===== src/rtl/avalon_hs_bridge.sv =====
// Avalon-MM slave to SDRAM host-port bridge: posted writes, stalled reads,
// bounded wait for Done with a sticky timeout flag.
module avalon_hs_bridge #(
   parameter int ASIZE   = 22,
   parameter int DSIZE   = 16,
   parameter int TIMEOUT = 255
) (
   input  logic             iCLK,
   input  logic             iRST,
   input  logic [ASIZE-1:0] avs_address,
   input  logic             avs_read,
   input  logic             avs_write,
   input  logic [DSIZE-1:0] avs_writedata,
   output logic [DSIZE-1:0] avs_readdata,
   output logic             avs_waitrequest,
   output logic [ASIZE-1:0] oHS_ADDR,
   output logic [DSIZE-1:0] oHS_DATA,
   output logic             oHS_RD,
   output logic             oHS_WR,
   input  logic [DSIZE-1:0] iHS_DATA,
   input  logic             iHS_Done,
   input  logic             iERR_CLR,
   output logic             oERR,
   output logic             oBUSY
);

   localparam int CW = $clog2(TIMEOUT);
   localparam logic [CW-1:0] CNT_LAST = CW'(TIMEOUT - 1);

   typedef enum logic [2:0] {IDLE, WR_REQ, RD_REQ, RD_DONE, GAP} state_t;

   state_t           r_state;
   logic [CW-1:0]    r_cnt;
   logic [ASIZE-1:0] r_addr;
   logic [DSIZE-1:0] r_data;
   logic [DSIZE-1:0] r_rdata;
   logic             r_rd;
   logic             r_wr;
   logic             r_err;

   state_t           w_state_nxt;
   logic [CW-1:0]    w_cnt_nxt;
   logic [ASIZE-1:0] w_addr_nxt;
   logic [DSIZE-1:0] w_data_nxt;
   logic [DSIZE-1:0] w_rdata_nxt;
   logic             w_rd_nxt;
   logic             w_wr_nxt;
   logic             w_err_set;
   logic             w_timeout;

   assign w_timeout = (r_cnt == CNT_LAST);

   always_comb begin
      w_state_nxt = r_state;
      w_cnt_nxt   = r_cnt;
      w_addr_nxt  = r_addr;
      w_data_nxt  = r_data;
      w_rdata_nxt = r_rdata;
      w_rd_nxt    = r_rd;
      w_wr_nxt    = r_wr;
      w_err_set   = 1'b0;
      unique case (r_state)
         IDLE: begin
            // read wins a simultaneous request; the write keeps stalling
            if (avs_read) begin
               w_addr_nxt  = avs_address;
               w_rd_nxt    = 1'b1;
               w_cnt_nxt   = '0;
               w_state_nxt = RD_REQ;
            end else if (avs_write) begin
               w_addr_nxt  = avs_address;
               w_data_nxt  = avs_writedata;
               w_wr_nxt    = 1'b1;
               w_cnt_nxt   = '0;
               w_state_nxt = WR_REQ;
            end
         end
         WR_REQ: begin
            if (iHS_Done || w_timeout) begin
               w_wr_nxt    = 1'b0;
               w_err_set   = ~iHS_Done;
               w_state_nxt = GAP;
            end else begin
               w_cnt_nxt = r_cnt + 1'b1;
            end
         end
         RD_REQ: begin
            if (iHS_Done) begin
               w_rd_nxt    = 1'b0;
               w_rdata_nxt = iHS_DATA;
               w_state_nxt = RD_DONE;
            end else if (w_timeout) begin
               w_rd_nxt    = 1'b0;
               w_rdata_nxt = '0;
               w_err_set   = 1'b1;
               w_state_nxt = RD_DONE;
            end else begin
               w_cnt_nxt = r_cnt + 1'b1;
            end
         end
         RD_DONE: w_state_nxt = IDLE;
         GAP:     w_state_nxt = IDLE;
         default: w_state_nxt = IDLE;
      endcase
   end

   always_ff @(posedge iCLK or posedge iRST) begin
      if (iRST) begin
         r_state <= IDLE;
         r_cnt   <= '0;
         r_addr  <= '0;
         r_data  <= '0;
         r_rdata <= '0;
         r_rd    <= 1'b0;
         r_wr    <= 1'b0;
         r_err   <= 1'b0;
      end else begin
         r_state <= w_state_nxt;
         r_cnt   <= w_cnt_nxt;
         r_addr  <= w_addr_nxt;
         r_data  <= w_data_nxt;
         r_rdata <= w_rdata_nxt;
         r_rd    <= w_rd_nxt;
         r_wr    <= w_wr_nxt;
         r_err   <= w_err_set | (r_err & ~iERR_CLR);
      end
   end

   assign avs_waitrequest = iRST |
      ~(((r_state == IDLE) && avs_write && !avs_read) || (r_state == RD_DONE));
   assign avs_readdata = r_rdata;
   assign oHS_ADDR     = r_addr;
   assign oHS_DATA     = r_data;
   assign oHS_RD       = r_rd;
   assign oHS_WR       = r_wr;
   assign oERR         = r_err;
   assign oBUSY        = (r_state != IDLE);

endmodule


===== config.mk =====
export PLATFORM = sky130hd
export DESIGN_NAME = avalon_hs_bridge
export DESIGN_NICKNAME = d
export VERILOG_FILES = /design/src/rtl/avalon_hs_bridge.sv
export SDC_FILE = /design/constraint.sdc
export NUM_CORES = 1
export LEC_CHECK = 0
export BUFFER_PORTS_ARGS = -buffer_cell sky130_fd_sc_hd__buf_2
export CAP_MARGIN = 20
export CORE_ASPECT_RATIO = 0.8
export CORE_MARGIN = 4
export CORE_UTILIZATION = 35
export CTS_CLUSTER_SIZE = 14
export DETAILED_ROUTE_END_ITERATION = 12
export GPL_ROUTABILITY_DRIVEN = 1
export PLACE_DENSITY = 0.69
export SLEW_MARGIN = 40
export SYNTH_ARGS = -nofsm -noshare
export SYNTH_HDL_FRONTEND = slang
export SYNTH_SLANG_ARGS = --single-unit

===== constraint.sdc =====
create_clock -name iCLK -period 6.8 [get_ports iCLK]
set_clock_uncertainty 0.2 [all_clocks]
set_input_delay 1.36 -clock iCLK [delete_from_list [all_inputs] [get_ports iCLK]]
set_output_delay 1.36 -clock iCLK [all_outputs]
set_load 0.02 [all_outputs]

==> impl_metrics.py <==
metrics = {
    "outcome": {
        "status": "finished, final reports clean",
    },
    "min_path": {
        "hp-class": "reg -> reg",
        "min_from": "oHS_ADDR[16]",
    },
    "global_route": {
        "overflow": 0,
        "grt_pass1_wl_um": 9940,
        "grt_max_degree": 69,
        "grt_pass1_vias": 2083,
        "grtUsageTotal": 0.136,
        "grt_antenna_before_repair": 0,
    },
    "floorplanning": {
        "rows": 28,
        "dieWidth_um": 108,
        "pin_count": 119,
        "dieArea_mm2": 0.00951,
        "die_y_um": 88.0,
        "initial_utilization": 0.369,
        "core_mm2": 0.00760,
    },
    "synth": {
        "synthAdderAreaFrac": 0.00893,
        "syn_inst": 204,
        "synthMuxAreaShare": 0.163,
        "synth_top_family_by_area": "multiplexers",
        "synth-xor-area-share": 0.00312,
        "synth_cell_type_count": 38,
        "synth_compound_area_frac": 0.112,
        "synthSimpleGateAreaFrac": 0.0647,
        "ys_seq_area_frac": 0.607,
        "yosysWarnings": 0,
        "synth_area_leader_cell": "dfrtp_1",
        "synth_area_mm2": 0.00280,
        "synth_seq_cells": 68,
        "syn_nets": 266,
        "synth_area_per_cell_um2": 13.7,
        "synth_top_area_share": 0.607,
        "yosys-top-cells-area": "dfrtp_1 (61%), mux2_2 (12%), a22o_1 (5.0%), mux2_4 (4.3%), inv_1 (1.5%)",
    },
    "timing": {
        "max_slew_margin": 0.463,
        "setup_viol": 0,
        "finalSetupTns_ns": 0,
        "period_share": 0.587,
        "rsz0062_at_grt": "no",
        "worst_slack_ns": 2.81,
        "fin_crit_ns": 3.99,
        "final_max_slew_viol_count": 0,
        "fmax_mhz": 251,
        "tightest_slew_ns": 0.794,
        "hold_viol": 0,
    },
    "worst_setup_path": {
        "cp-start-kind": "primary input",
        "crit_type": "in -> out",
        "rrSetupSlack_ns": 4.41,
        "critPathLaunch": "avs_read",
        "end_kind": "output pin",
        "cp_data_required_time_ns": 5.24,
        "crit_fanout": 18,
        "reg2reg_from": "r_cnt[0]",
        "arrival_ns": 2.43,
    },
    "clock_network": {
        "cts_resized": 0,
        "clock_path_buffers": 2,
        "cts-buffers-inserted": 9,
        "postCtsHoldBufs": 0,
        "htreeDepth": 3,
        "clk_pin_slew_ns": 0.07,
        "root_buffer": "clkbuf_8",
        "cts_setup_buffers": 0,
        "clk_latency_ns": 0.33,
        "cts_tree": "yes",
        "cts_num_sinks": 68,
    },
    "layout": {
        "num-nets-final": 387,
        "fin_cells": 435,
        "drive_gt1_frac": 0.539,
        "fin_area_mm2": 0.00364,
        "area_growth_pct": 29.8,
        "diodes": 0,
        "final_util": 0.479,
        "layout.cells.most_common": "buf_2",
        "final_cell_mix": "buf_2 (118), dfrtp_1 (68), mux2_2 (30), a22o_1 (16)",
    },
    "placement": {
        "dpl_cell_area_mm2": 0.00347,
        "gp_congestion": 0.792,
        "post-place-ws_ns": 2.54,
        "dp_hpwl_um": 4550,
        "port_buffers": 118,
        "dp.cells": 419,
    },
    "pwr": {
        "power_leakage_nw": 1.81,
        "vdd_drop_max_mv": 0.233,
        "powerDensity_mw_per_mm2": 516,
    },
    "route": {
        "routed_wirelength_um": 6340,
        "wl_per_cell_um": 14.6,
        "viasPerCell": 4.71,
        "dr.pass1.iters": 4,
        "num_vias": 2048,
        "drc": 0,
        "ant_nets": 0,
        "dr.first_iter.drc_count": 83,
    },
    "flow_run": {
        "drv_cap": 0,
    },
}
[worst max-delay path, stage by stage]
cell      delay [ns]
buf_2           0.12
nand2b_1        0.14
or2_2           0.47
inv_1           0.10
o21ai_0         0.07
buf_2           0.16
[final timing paths]
check / to / cells after the start
max: avs_waitrequest / 6
max reg2reg: avs_readdata[14] / 6
min in group asynchronous: oHS_DATA[12] / 3
min: oHS_ADDR[16] / 1
max in group asynchronous: avs_readdata[10] / 3
min reg2reg: oHS_ADDR[16] / 1
[flip-flops by register name, indices dropped and copies added, names as in the netlist]
signal / count
avs_readdata: 16
oERR: 1
oHS_ADDR: 22
oHS_DATA: 16
oHS_RD: 1
oHS_WR: 1
r_cnt: 8
r_state: 3
[synthesized netlist by cell type]
master and count:
buf_12 1, a31oi_1 6, mux2_2 30, nor2_2 1, o32ai_1 1, or3_4 1, ha_1 2, o31a_1 1
xnor2_1 1, nor3_1 2, o221ai_1 3, inv_1 11, or4_1 2, clkbuf_1 1, or2_2 1, or2b_1 1
or2_1 1, o41ai_1 1, buf_2 4, nor3b_1 1, a21oi_1 5, a2111oi_0 1, buf_4 1, o21ai_0 4
o21a_1 2, nand2_1 6, a22o_1 16, nand4_1 1, dfrtp_1 68, o22ai_1 1, buf_6 2, nand3_1 6
mux2_4 8, a21o_1 1, nor2_1 5, and3_1 3, and4_1 1, nand2b_1 1
[metal layers]
metal | global-route usage | wire (µm)
met1 | 0.174 | 2860
met4 | 0.0482 | 81
met5 | 0 | 0
met2 | 0.203 | 2690
met3 | 0.0634 | 711
[metrics by stage]
stage | power [mW] | hold slack [ns]
after floorplan | 1.33 | 0.279
after global placement | 1.58 | 0.282
after detailed placement | 1.61 | 0.288
after CTS | 1.90 | 0.308
after global routing | 2.00 | 0.315
final | 1.88 | 0.304
[layout make-up]
| class | count | area [µm²] |
|---|---|---|
| fillers | 703 | 3960 |
| flip-flops and latches | 68 | 1700 |
| multi-input cells | 116 | 993 |
| repair buffers | 119 | 602 |
| clock buffers | 11 | 141 |
| well taps | 105 | 131 |
| inverters | 11 | 41.3 |
| clock inverters | 5 | 27.5 |
[report_power, final]
part | total [mW] | switching (mW) | internal [mW]
Sequential | 0.696 | 0.108 | 0.588
Clock | 0.287 | 0.147 | 0.140
Combinational | 0.893 | 0.502 | 0.390
[logic make-up (layout without fill, tap and decap cells)]
kind of cell,after synthesis,after routing
XOR/XNOR,1,1
buffers and inverters,20,146
flip-flops,68,68
multiplexers,38,38
AND/OR/NAND/NOR,33,33
AO/OA/AOI/OAI,42,42
adder cells (fa/ha/maj),2,2
No activity file was read; power rests on OpenSTA's default activity.
